[src/rtl/spi_bridge_pkg.sv]
// Shared definitions for the SPI/I2C bridge.
//   spi_tx_state_t : state encoding of the SPI master transmitter FSM
//   SpiCpol/SpiCpha: SPI mode constants shared by transmitter and receiver (mode 0)
package spi_bridge_pkg;

    typedef enum logic [2:0] {
        StIdle,
        StFetch,
        StLoad,
        StShift,
        StHold,
        StGap
    } spi_tx_state_t;

    localparam logic SpiCpol = 1'b0;
    localparam logic SpiCpha = 1'b0;

endpackage

[src/rtl/spi_clk_gen.sv]
// SPI clock generator: divides wr_clk by 2*CLK_DIV while enabled.
//   wr_clk      in  system clock
//   wr_rst_n    in  asynchronous active-low reset
//   en_i        in  run the divider; when low, sclk parks at its idle level and the
//                   divider restarts so the first edge comes CLK_DIV cycles after enable
//   sclk_o      out registered SPI clock level
//   sclk_rise_o out strobe: sclk goes high at the end of this cycle
//   sclk_fall_o out strobe: sclk goes low at the end of this cycle
module spi_clk_gen
    import spi_bridge_pkg::*;
#(
    parameter int unsigned CLK_DIV = 4
) (
    input  logic wr_clk,
    input  logic wr_rst_n,
    input  logic en_i,
    output logic sclk_o,
    output logic sclk_rise_o,
    output logic sclk_fall_o
);

    localparam int unsigned CntW = (CLK_DIV > 1) ? $clog2(CLK_DIV) : 1;

    logic [CntW-1:0] cnt_q, cnt_d;
    logic            sclk_q, sclk_d;
    logic            tick;

    assign tick = en_i && (cnt_q == CntW'(CLK_DIV - 1));

    always_comb begin
        cnt_d  = cnt_q;
        sclk_d = sclk_q;
        if (!en_i) begin
            cnt_d  = '0;
            sclk_d = SpiCpol;
        end else if (tick) begin
            cnt_d  = '0;
            sclk_d = ~sclk_q;
        end else begin
            cnt_d = cnt_q + 1'b1;
        end
    end

    always_ff @(posedge wr_clk or negedge wr_rst_n) begin
        if (!wr_rst_n) begin
            cnt_q  <= '0;
            sclk_q <= SpiCpol;
        end else begin
            cnt_q  <= cnt_d;
            sclk_q <= sclk_d;
        end
    end

    assign sclk_o      = sclk_q;
    assign sclk_rise_o = tick && !sclk_q;
    assign sclk_fall_o = tick && sclk_q;

endmodule

[src/rtl/spi_master_tx.sv]
// SPI master transmitter, mode 0 (CPOL=0, CPHA=0), MSB first. Pops bytes from a TX FIFO
// read port and shifts them out under cs_n.
//   wr_clk, wr_rst_n   clock and asynchronous active-low reset
//   tx_enable          allows new frames and burst continuation
//   fifo_empty         TX FIFO empty flag
//   fifo_rd_data       FIFO data, valid the cycle after fifo_rd_en
//   fifo_rd_en         single-cycle pop strobe
//   sclk, cs_n, mosi   SPI bus (all registered)
//   busy               first pop until end of the inter-frame gap
//   byte_done          pulse on the last sclk fall of each byte
//   frame_done         pulse in the cycle cs_n returns high
// Build option SPI_MASTER_TX_BURST_EN: when defined, queued bytes are prefetched on the
// last rising edge and sent back to back in one frame; otherwise every byte is its own frame.
module spi_master_tx
    import spi_bridge_pkg::*;
#(
    parameter int unsigned DATA_WIDTH = 8,
    parameter int unsigned CLK_DIV    = 4
) (
    input  logic                  wr_clk,
    input  logic                  wr_rst_n,
    input  logic                  tx_enable,
    input  logic                  fifo_empty,
    input  logic [DATA_WIDTH-1:0] fifo_rd_data,
    output logic                  fifo_rd_en,
    output logic                  sclk,
    output logic                  cs_n,
    output logic                  mosi,
    output logic                  busy,
    output logic                  byte_done,
    output logic                  frame_done
);

    localparam int unsigned BitW = $clog2(DATA_WIDTH + 1);
    localparam int unsigned CntW = (CLK_DIV > 1) ? $clog2(CLK_DIV) : 1;

    // Prefetched data needs at least one cycle of slack before the byte boundary.
    if (CLK_DIV < 2) begin : g_div_check
        $error("spi_master_tx: CLK_DIV must be at least 2");
    end
    if (SpiCpol != 1'b0 || SpiCpha != 1'b0) begin : g_mode_check
        $error("spi_master_tx: only SPI mode 0 is implemented");
    end

    spi_tx_state_t         state_q, state_d;
    logic [DATA_WIDTH-1:0] shift_q, shift_d;
    logic [BitW-1:0]       bit_cnt_q, bit_cnt_d;
    logic [CntW-1:0]       cnt_q, cnt_d;
    logic                  cs_n_q, cs_n_d;
    logic                  mosi_q, mosi_d;
    logic                  rd_en_q, rd_en_d;
    logic                  busy_q, busy_d;
    logic                  byte_done_q, byte_done_d;
    logic                  frame_done_q, frame_done_d;
    logic                  sclk_rise, sclk_fall;

`ifdef SPI_MASTER_TX_BURST_EN
    logic                  pf_q, pf_d;   // a prefetched byte is on its way
    logic                  cap_q;        // fifo_rd_data carries the prefetched byte this cycle
    logic [DATA_WIDTH-1:0] hold_q;
`endif

    spi_clk_gen #(
        .CLK_DIV(CLK_DIV)
    ) u_clk_gen (
        .wr_clk     (wr_clk),
        .wr_rst_n   (wr_rst_n),
        .en_i       (state_q == StShift),
        .sclk_o     (sclk),
        .sclk_rise_o(sclk_rise),
        .sclk_fall_o(sclk_fall)
    );

    always_comb begin
        state_d      = state_q;
        shift_d      = shift_q;
        bit_cnt_d    = bit_cnt_q;
        cnt_d        = cnt_q;
        cs_n_d       = cs_n_q;
        mosi_d       = mosi_q;
        rd_en_d      = 1'b0;
        busy_d       = busy_q;
        byte_done_d  = 1'b0;
        frame_done_d = 1'b0;
`ifdef SPI_MASTER_TX_BURST_EN
        pf_d         = pf_q;
`endif
        unique case (state_q)
            StIdle: begin
                if (tx_enable && !fifo_empty) begin
                    rd_en_d = 1'b1;
                    busy_d  = 1'b1;
                    state_d = StFetch;
                end
            end
            StFetch: state_d = StLoad;
            StLoad: begin
                shift_d   = fifo_rd_data;
                mosi_d    = fifo_rd_data[DATA_WIDTH-1];
                cs_n_d    = 1'b0;
                bit_cnt_d = '0;
                state_d   = StShift;
            end
            StShift: begin
                if (sclk_rise) begin
                    bit_cnt_d = bit_cnt_q + 1'b1;
`ifdef SPI_MASTER_TX_BURST_EN
                    // Last rising edge of the byte is the only point a burst may extend.
                    if (bit_cnt_q == BitW'(DATA_WIDTH - 1) && tx_enable && !fifo_empty) begin
                        rd_en_d = 1'b1;
                        pf_d    = 1'b1;
                    end
`endif
                end
                if (sclk_fall) begin
                    shift_d = shift_q << 1;
                    if (bit_cnt_q == BitW'(DATA_WIDTH)) begin
                        byte_done_d = 1'b1;
                        cnt_d       = '0;
                        state_d     = StHold;
`ifdef SPI_MASTER_TX_BURST_EN
                        if (pf_q) begin
                            // With CLK_DIV=2 the data arrives in this very cycle.
                            shift_d   = cap_q ? fifo_rd_data : hold_q;
                            bit_cnt_d = '0;
                            pf_d      = 1'b0;
                            state_d   = StShift;
                        end
`endif
                    end
                    mosi_d = shift_d[DATA_WIDTH-1];
                end
            end
            StHold: begin
                cnt_d = cnt_q + 1'b1;
                if (cnt_q == CntW'(CLK_DIV - 1)) begin
                    cnt_d        = '0;
                    cs_n_d       = 1'b1;
                    mosi_d       = 1'b0;
                    frame_done_d = 1'b1;
                    state_d      = StGap;
                end
            end
            StGap: begin
                cnt_d = cnt_q + 1'b1;
                if (cnt_q == CntW'(CLK_DIV - 1)) begin
                    cnt_d   = '0;
                    busy_d  = 1'b0;
                    state_d = StIdle;
                end
            end
            default: state_d = StIdle;
        endcase
    end

    always_ff @(posedge wr_clk or negedge wr_rst_n) begin
        if (!wr_rst_n) begin
            state_q      <= StIdle;
            shift_q      <= '0;
            bit_cnt_q    <= '0;
            cnt_q        <= '0;
            cs_n_q       <= 1'b1;
            mosi_q       <= 1'b0;
            rd_en_q      <= 1'b0;
            busy_q       <= 1'b0;
            byte_done_q  <= 1'b0;
            frame_done_q <= 1'b0;
        end else begin
            state_q      <= state_d;
            shift_q      <= shift_d;
            bit_cnt_q    <= bit_cnt_d;
            cnt_q        <= cnt_d;
            cs_n_q       <= cs_n_d;
            mosi_q       <= mosi_d;
            rd_en_q      <= rd_en_d;
            busy_q       <= busy_d;
            byte_done_q  <= byte_done_d;
            frame_done_q <= frame_done_d;
        end
    end

`ifdef SPI_MASTER_TX_BURST_EN
    always_ff @(posedge wr_clk or negedge wr_rst_n) begin
        if (!wr_rst_n) begin
            pf_q   <= 1'b0;
            cap_q  <= 1'b0;
            hold_q <= '0;
        end else begin
            pf_q  <= pf_d;
            cap_q <= rd_en_q && (state_q == StShift);
            if (cap_q) begin
                hold_q <= fifo_rd_data;
            end
        end
    end
`endif

    assign fifo_rd_en = rd_en_q;
    assign cs_n       = cs_n_q;
    assign mosi       = mosi_q;
    assign busy       = busy_q;
    assign byte_done  = byte_done_q;
    assign frame_done = frame_done_q;

endmodule

[config.mk]
export PLATFORM = sky130hd
export DESIGN_NAME = spi_master_tx
export DESIGN_NICKNAME = d
export VERILOG_FILES = /design/src/rtl/spi_bridge_pkg.sv /design/src/rtl/spi_clk_gen.sv /design/src/rtl/spi_master_tx.sv
export SDC_FILE = /design/constraint.sdc
export NUM_CORES = 1
export LEC_CHECK = 0
export ABC_CLOCK_PERIOD_IN_PS = 1800
export BUFFER_PORTS_ARGS = -buffer_cell sky130_fd_sc_hd__buf_2
export CORE_ASPECT_RATIO = 1.1
export CORE_MARGIN = 2
export CORE_UTILIZATION = 55
export CTS_CLUSTER_DIAMETER = 150
export DETAILED_ROUTE_END_ITERATION = 8
export GPL_ROUTABILITY_DRIVEN = 0
export GPL_TIMING_DRIVEN = 0
export PLACE_DENSITY = 0.77
export SETUP_SLACK_MARGIN = 0.3
export SYNTH_ARGS = -nofsm -noshare
export SYNTH_HDL_FRONTEND = slang
export SYNTH_SLANG_ARGS = --single-unit
[constraint.sdc]
create_clock -name wr_clk -period 1.8 [get_ports wr_clk]
set_input_delay 0.09 -clock wr_clk [delete_from_list [all_inputs] [get_ports wr_clk]]
set_output_delay 0.09 -clock wr_clk [all_outputs]
set_load 0.1 [all_outputs]
* After elaboration in Yosys (flattened, before gate mapping) *
Index checks and enable logic that the tools add are counted.

word-level totals
  output and inout port bits = 7
  register bits = 25

cells by class
  eq/ne operators = 15
  add/sub/neg operators = 3
  reductions and logical operators = 20
  mux-type cells = 32
  bitwise operators = 1

operator list
  cell                                                 number
  case mux 3 bit (6 select lines)                      1
  2-to-1 mux 3 bit                                     5
  inequality test 2 bit, second input constant         7
  case mux 7 bit (2 select lines)                      1
  2-to-1 mux 1 bit                                     13
  2-to-1 mux 2 bit                                     5
  AND reduction 3 bit                                  3
  case mux 4 bit (2 select lines)                      1
  nonzero test 2 bit                                   4
  2-to-1 mux 7 bit                                     1
  equality test 3 x 2 -> 1 bit, second input constant  2
  equality test 3 bit, second input constant           2
  AND reduction 2 bit                                  3
  AND reduction 5 bit                                  1
  adder 2 x 1 -> 2 bit, second input constant          2
  adder 4 x 1 -> 4 bit, second input constant          1
  equality test 2 bit, second input constant           2
  equality test 4 bit, second input constant           1
  logical AND 1 bit                                    4
  2-to-1 mux 4 bit                                     1
  case mux 1 bit (2 select lines)                      2
  case mux 2 bit (2 select lines)                      1
  equality test 3 x 1 -> 1 bit, second input constant  1
  logical NOT 3 bit                                    1
  5 further kinds                                      6

* Longest topological paths before layout *
Gate-level depths: netlist (run 1).

  depth after elaboration = 5
  mapped depth = 5

* Hierarchy *
Synthesis (run 1) repeated with hierarchy kept, for this count alone.

unflattened totals
  cells, all modules = 123
  area total of the unflattened synthesis = 1251.2 µm²

by module, submodules not included
  module         cells each  sequential area each (µm²)  area an instance (µm²)  times used
  spi_master_tx  112         551.8                       1116.1                  1
  spi_clk_gen    11          75.1                        135.1                   1

* Least setup slack after synthesis (run 1) *
OpenSTA, ideal clock, no wires.

  path type = register to register
  start = register u_clk_gen.sclk_q (netlist: u_clk_gen.sclk_o)
  end = register state_q[0]
  setup slack = -0.061 ns
  stages on the path, launching flop included = 4
  data arrival time = 1.713 ns
  data required time = 1.652 ns
  path through = dfrtp_1 nand2_1 nor4_2 o221ai_1

on the way
  word-level cells in the longest chain between the ends = 3

RTL lines
  what                                    line                  source
  start: declaration                      spi_clk_gen.sv:25     logic sclk_q, sclk_d;
  start signal: assignment                spi_clk_gen.sv:47     sclk_q <= SpiCpol;
  start signal: assignment                spi_clk_gen.sv:50     sclk_q <= sclk_d;
  logical AND 1 bit                       spi_clk_gen.sv:56     assign sclk_fall_o = tick && sclk_q;
  inequality test 2 bit (no source line)  n/a
  AND reduction 5 bit (no source line)    n/a
  end signal: assignment                  spi_master_tx.sv:158  state_q <= StIdle;
  end signal: assignment                  spi_master_tx.sv:169  state_q <= state_d;
  end: declaration                        spi_master_tx.sv:45   spi_tx_state_t state_q, state_d;

Every way passes these cells.
A chain may end at the register's enable or synchronous reset.

* Worst setup path after layout (run 1) *
  start = register cnt_q[0]
  end = register mosi_q (netlist: mosi)

on the way
  word-level cells in the longest chain between the ends = 3

RTL lines
  what                                    line                  source
  start: declaration                      spi_master_tx.sv:48   logic [CntW-1:0] cnt_q, cnt_d;
  start signal: assignment                spi_master_tx.sv:172  cnt_q <= cnt_d;
  equality test 2 bit                     spi_master_tx.sv:136  if (cnt_q == CntW'(CLK_DIV - 1)) begin
  inequality test 2 bit (no source line)  n/a
  AND reduction 3 bit (no source line)    n/a
  end signal: assignment                  spi_master_tx.sv:174  mosi_q <= mosi_d;
  end: declaration                        spi_master_tx.sv:50   logic mosi_q, mosi_d;

Every way passes these cells.

==> flow_summary.yaml, run 1 <==
status:
  status: "completed"
power_and_ir_drop:
  leakage_uw: 0.000684
  powerDensity_mw_per_mm2: 584
  ir_drop_v: 0.000413
route:
  routed_wl_mm: 2.42
  dr.pass1.iters: 4
  drcViolationCount: 0
  vias: 1031
  wire_per_inst_um: 13.3
  drt_iter0_markers: 14
  via_per_inst: 5.66
  drt.antenna.violating_nets: 0
critical_path:
  path_max_fanout: 6
  r2r-end: "mosi"
  rrSetupSlack_ps: 380
  r2r_start: "cnt_q[0]"
  cp-end-kind: "register"
  arrival_ps: 1660
  reg2reg_depth: 4
  cp-start-kind: "register"
  critPathRequiredTime_ps: 2040
  path_class: "register to register"
cts:
  clk_pin_slew_ps: 130
  cts_buffers: 3
  cts.sinks: 25
  htree_num_levels: 1
  worstSkewPairLatency_ps: 320
  cts_tree: "built"
  root_buffer: "clkbuf_4"
  clock_path_buffers: 2
  post_cts_buffers: 0
logic_synthesis:
  synthCells: 128
  synth_cell_types: 39
  synth_mux_area_frac: 0.00798
  synth_top_area_share: 0.479
  syn_area_per_cell_um2: 9.79
  synth_fa_ha_area_frac: 0.0399
  ys_ff_latch: 25
  synth_fp_nets: 144
  synth_top_family_by_area: "simple AND/OR/NAND/NOR gates"
  synthesis.area_mm2: 0.00125
  yosys_warnings: 0
  synth_compound_area_frac: 0.198
  synth_xor_area_frac: 0.00699
  yosysSeqAreaShare: 0.500
  synth_top_cells_by_area: "dfrtp_1 48%, a21oi_1 5.6%, nand2_1 5.1%"
  synth_area_leader_cell: "dfrtp_1"
  yosys.area_share.simple: 0.202
global_routing:
  grt_usage: 0.211
  antenna_found_initial: 0
  grt_max_degree: 26
  gr-usage-met1: 0.269
  grtUsageMet2: 0.349
  met3_usage: 0.0389
  first_global_vias: 914
  grt_pass1_wl_mm: 4.17
  grt_overflow: 0
  busiest_layer: "met2"
sta:
  finalSetupViolCount: 0
  layout_setup_ws_ps: 379
  hold_viol: 0
  fin_setup_tns_ps: 0
  relSlewSlack: 0.636
  skew_ps: 2.52
  rsz0062_at_grt: "true"
  fmax_mhz: 704
  fin_crit_ps: 1420
  finalCritPeriodShare: 0.790
  final_max_slew_viol_count: 0
  max_slew.worst_pin.slew_ps: 546
floorplan:
  ios: 19
  rows: 18
  die_h_um: 54.1
  die_w_um: 49.5
  start_util: 0.568
  die_area_mm2: 0.00268
  coreArea_mm2: 0.00221
cells_and_area:
  fillers: 192
  layout-drive-gt1-share: 0.243
  fin_nets: 169
  areaGrowthSynthToFinish_pct: 16.8
  diodes: 0
  finish.utilization: 0.663
  final_cells: 182
placed_design:
  port_buffers: 18
  placed_cells: 176
  post-place-ws_ps: 205
  dp_hpwl_mm: 1.74
flow_run:
  maxCapViolations: 0
hold_path:
  hp-class: "input port to register"
  worst_hold_path.endpoint: "shift_q[5]"
  hp-start: "fifo_rd_data[5]"
  min_path_cells: 3
[per-stage QoR]
step / total power (uW) / hold WS (ps) / cell area (um2)
2_1_floorplan: 590 / -206 / 1260
3_3_place_gp: 614 / 104 / 1390
3_5_place_dp: 615 / 105 / 1390
4_1_cts: 859 / 6.17 / 1450
5_1_grt: 885 / 8.15 / 1460
6_report: 854 / 9.88 / 1460
[cell type report]
class	instances	area, um2	area share
inverters	6	22.5	0.0154
clock buffers	4	26.3	0.0179
multi-input cells	90	602	0.411
well taps	30	37.5	0.0256
plain buffers	7	35.0	0.0239
repair buffers	20	110	0.0752
flip-flops and latches	25	631	0.431
[layer usage]
metal	vias to the layer above	wire length, um
met3	4	56
met4	0	38
met1	502	1130
met2	16	1190
met5	-	0
li1	509	-
[cells in the final DEF, fill, tap and decap left out, types with 2 or more instances in the layout]
master / count
a21oi_1: 13
a31oi_1: 7
buf_2: 23
clkbuf_2: 2
clkbuf_4: 3
dfrtp_1: 23
dlygate4sd3_1: 2
ha_1: 3
inv_1: 5
nand2_1: 17
nand2b_1: 6
nand3_1: 2
nand3b_1: 2
nor2_1: 3
nor2b_1: 3
nor3_1: 3
o21ai_0: 4
o221ai_1: 2
o22ai_1: 2
[power breakdown]
group	switching, uW	internal (uW)
Clock	162	86.8
Sequential	1.84	565
Combinational	24.7	14.4
Total	188	666
[state kept, by name (all words and copies together), names as in the netlist]
signal and flops:
busy 1, shift_q 7, cs_n 1, u_clk_gen.sclk_o 1
bit_cnt_q 4, byte_done 1, cnt_q 2, u_clk_gen.cnt_q 2
fifo_rd_en 1, mosi 1, frame_done 1, state_q 3
[timing repair]
item,4_1_cts,5_1_grt
resized for setup,3,2
pin swaps,0,1
setup endpoints to repair,10,4
endpoints found under the hold margin,25,0
hold buffers,2,0
[synthesized netlist by cell type]
master and instances:
a211oi_1 1, nand3b_1 2, nor3_1 3, nand2_1 17, mux2i_1 1, a21o_1 1
nand2b_1 6, nor2b_1 3, o22a_1 1, and2b_1 1, nand3_1 2, o22ai_1 2
dfrtp_1 24, a21oi_1 14, nor4_2 2, dfstp_2 1, o311ai_1 1, a32o_1 1
clkbuf_2 2, ha_1 4, buf_2 5, a21boi_0 1, o211ai_1 1, or2_1 1
and3b_1 1, inv_2 1, or3_1 1, nor2_1 3, o21ai_0 4, o31ai_1 1
xor2_1 1, a211o_1 1, and4bb_2 1, or3b_1 1, a31oi_1 7, o221ai_1 2
inv_1 5, a21bo_2 1, and2_1 1
[worst max path at each step]
stage / from / endpoint / slack (ps) / cells after the start
after floorplan: u_clk_gen.sclk_o / mosi / 360 / 4
after global placement: u_clk_gen.cnt_q[0] / shift_q[1] / 300 / 4
after detailed placement: u_clk_gen.cnt_q[0] / shift_q[4] / 200 / 4
after CTS: u_clk_gen.cnt_q[0] / mosi / 350 / 5
after global routing: bit_cnt_q[0] / state_q[0] / 300 / 5
final: cnt_q[0] / mosi / 380 / 4
[worst max-delay path, stage by stage, from the launching register on]
cell	delay, ps
dfrtp_1	430
ha_1	290
and4bb_2	290
a211o_1	270
o31ai_1	60
[logic make-up (layout without fill, tap and decap cells)]
group | Yosys count | count (layout)
AOI/OAI and AO/OA | 39 | 39
xor gates and xnor gates | 1 | 1
adders and majority gates | 4 | 4
buffers and inverters | 13 | 37
DFF | 25 | 25
muxes | 1 | 1
and+or+nand+nor | 45 | 45
Power figures use the tool's default switching activity.
==> run 2, diff against run 1 <==
--- a/config.mk
+++ b/config.mk
@@ -5,16 +5,16 @@
 export SDC_FILE = /design/constraint.sdc
 export NUM_CORES = 1
 export LEC_CHECK = 0
-export ABC_CLOCK_PERIOD_IN_PS = 1800
+export ABC_CLOCK_PERIOD_IN_PS = 1200
 export BUFFER_PORTS_ARGS = -buffer_cell sky130_fd_sc_hd__buf_2
 export CORE_ASPECT_RATIO = 1.1
 export CORE_MARGIN = 2
-export CORE_UTILIZATION = 55
+export CORE_UTILIZATION = 49
 export CTS_CLUSTER_DIAMETER = 150
 export DETAILED_ROUTE_END_ITERATION = 8
 export GPL_ROUTABILITY_DRIVEN = 0
 export GPL_TIMING_DRIVEN = 0
-export PLACE_DENSITY = 0.77
+export PLACE_DENSITY = 0.73
 export SETUP_SLACK_MARGIN = 0.3
 export SYNTH_ARGS = -nofsm -noshare
 export SYNTH_HDL_FRONTEND = slang
==> constraint.sdc (replaced) <==
create_clock -name wr_clk -period 1.2 [get_ports wr_clk]
set_input_delay 0.06 -clock wr_clk [delete_from_list [all_inputs] [get_ports wr_clk]]
set_output_delay 0.06 -clock wr_clk [all_outputs]
set_load 0.1 [all_outputs]
==> run 2 against run 1 <==
The flow now finishes with violations (negative setup slack). Largest cell class is now multi-input combinational cells. Hold slack better by 15 ps. Wire length is 31% higher. Clock skew hardly changed.
==> flow_summary.yaml, run 2 (synthesis gave the netlist of run 1 again) <==
placed_design:
  port_buffers: 18
  post-place-ws_ps: -268
  dp_hpwl_mm: 1.88
floorplan:
  coreArea_mm2: 0.00247
  rows: 19
  ios: 19
  die_w_um: 52.2
  start_util: 0.507
  die_h_um: 57.1
  die_area_mm2: 0.00298
cells_and_area:
  top_regs: "shift_q (7), bit_cnt_q (4), state_q (3)"
  layout_common_cells: "17 x dfrtp_1, 15 x nand2_1, 14 x buf_4, 11 x buf_2, 10 x a21oi_1"
  diodes: 0
  fin_nets: 190
  areaGrowthSynthToFinish_pct: 54.0
  fillers: 166
  layout-drive-gt1-share: 0.462
  finish.utilization: 0.781
  final_common_cell: "dfrtp_1"
  largest_reg_flops: 7
  regMostFlops: "shift_q"
sta:
  finalCritPeriodShare: 1.15
  rsz0062_at_grt: "true"
  layout_setup_ws_ps: -178
  finalSetupViolCount: 19
  hold_viol: 0
  fin_crit_ps: 1380
  final_max_slew_viol_count: 0
  skew_ps: 2.24
  relSlewSlack: 0.623
  fmax_mhz: 726
  max_slew.worst_pin.slew_ps: 566
cts:
  cts_buffers: 3
  cts_tree: "built"
  worstSkewPairLatency_ps: 310
  htree_num_levels: 1
  cts.sinks: 25
  clock_path_buffers: 2
  root_buffer: "clkbuf_4"
  clk_pin_slew_ps: 140
flow_run:
  maxCapViolations: 0
route:
  vias: 1142
  routed_wl_mm: 3.18
  drt_iter0_markers: 22
  wire_per_inst_um: 15.6
  via_per_inst: 5.60
  drt.antenna.violating_nets: 0
  drcViolationCount: 0
  dr.pass1.iters: 4
power_and_ir_drop:
  leakage_uw: 0.000857
  ir_drop_v: 0.000705
  powerDensity_mw_per_mm2: 683
critical_path:
  path_class: "register to register"
  critPathRequiredTime_ps: 1430
  cp-end-kind: "register"
  cp-start-kind: "register"
  path_max_fanout: 9
  arrival_ps: 1610
status:
  violations: "negative setup slack"
  status: "finished with violations"
global_routing:
  grt_max_degree: 26
  grt_usage: 0.233
  antenna_found_initial: 0
  grt_overflow: 0
  first_global_vias: 1150
  grt_pass1_wl_mm: 5.23
hold_path:
  hp-class: "input port to register"
## run 2: cell count changes in the layout (fill, tap and decap cells not counted), sizes merged
cell         previous run  this run
buf                    23        40
clkbuf                  6         4
dlygate4sd3             2         8
## run 2: worst max-delay path, cell delays in order (launching register included)
cell and delay, ps:
dfrtp_2 480, buf_6 140, nand3b_1 180, buf_6 180, o22ai_1 90, o31ai_2 230
## run 2: final cells by class
cell class	count	area, um2	share of cell area
plain buffers	7	82.6	0.0428
repair buffers	41	387	0.200
multi-input cells	90	729	0.378
clock buffers	4	26.3	0.0136
well taps	31	38.8	0.0201
inverters	6	25.0	0.0130
flip-flops and latches	25	642	0.332
## run 2: final timing paths
kind                                     from                 end  slack, ps  depth (start not counted)
max in group asynchronous            wr_rst_n    u_clk_gen.sclk_o        530                          2
min in group asynchronous            wr_rst_n        bit_cnt_q[3]        250                          2
hold / removal                     fifo_empty          fifo_rd_en         20                          3
setup / recovery                   state_q[1]                mosi       -180                          5
setup reg to reg                   state_q[1]                mosi       -180                          5
hold reg to reg            u_clk_gen.cnt_q[0]  u_clk_gen.cnt_q[0]        500                          1
## run 2: where the power goes
group,switching (uW),internal (uW),leakage (uW)
Sequential,4.02,847,0.000298
Combinational,42.9,42.1,0.000545
Clock,252,130,0.0000150
Total,299,1020,0.000857
## run 2: per-layer routing
metal  GRT usage  share of wire
met1       0.299           0.42
met2       0.409           0.56
met3      0.0236          0.020
met4      0.0769         0.0066
met5           0              0
## run 2: repair_timing
| action | in CTS | in global routing |
|---|---|---|
| buffers inserted | 12 | 3 |
| endpoints found under the hold margin | 31 | 0 |
| resized for setup | 45 | 20 |
| hold buffers | 8 | 0 |
| pin swaps | 11 | 8 |
| endpoints found under the setup margin | 32 | 32 |
## run 2: per-stage QoR
stage          hold slack [ps]  TNS, ps  instances  area, um2  power (uW)
2_1_floorplan             -236    -1260        128       1330         887
3_3_place_gp              77.4    -2310        177       1460         922
3_5_place_dp              85.4    -2850        177       1460         924
4_1_cts                   4.87    -1160        201       1830        1320
5_1_grt                   30.7    -2760        204       1930        1360
6_report                  24.6    -1430        204       1930        1320
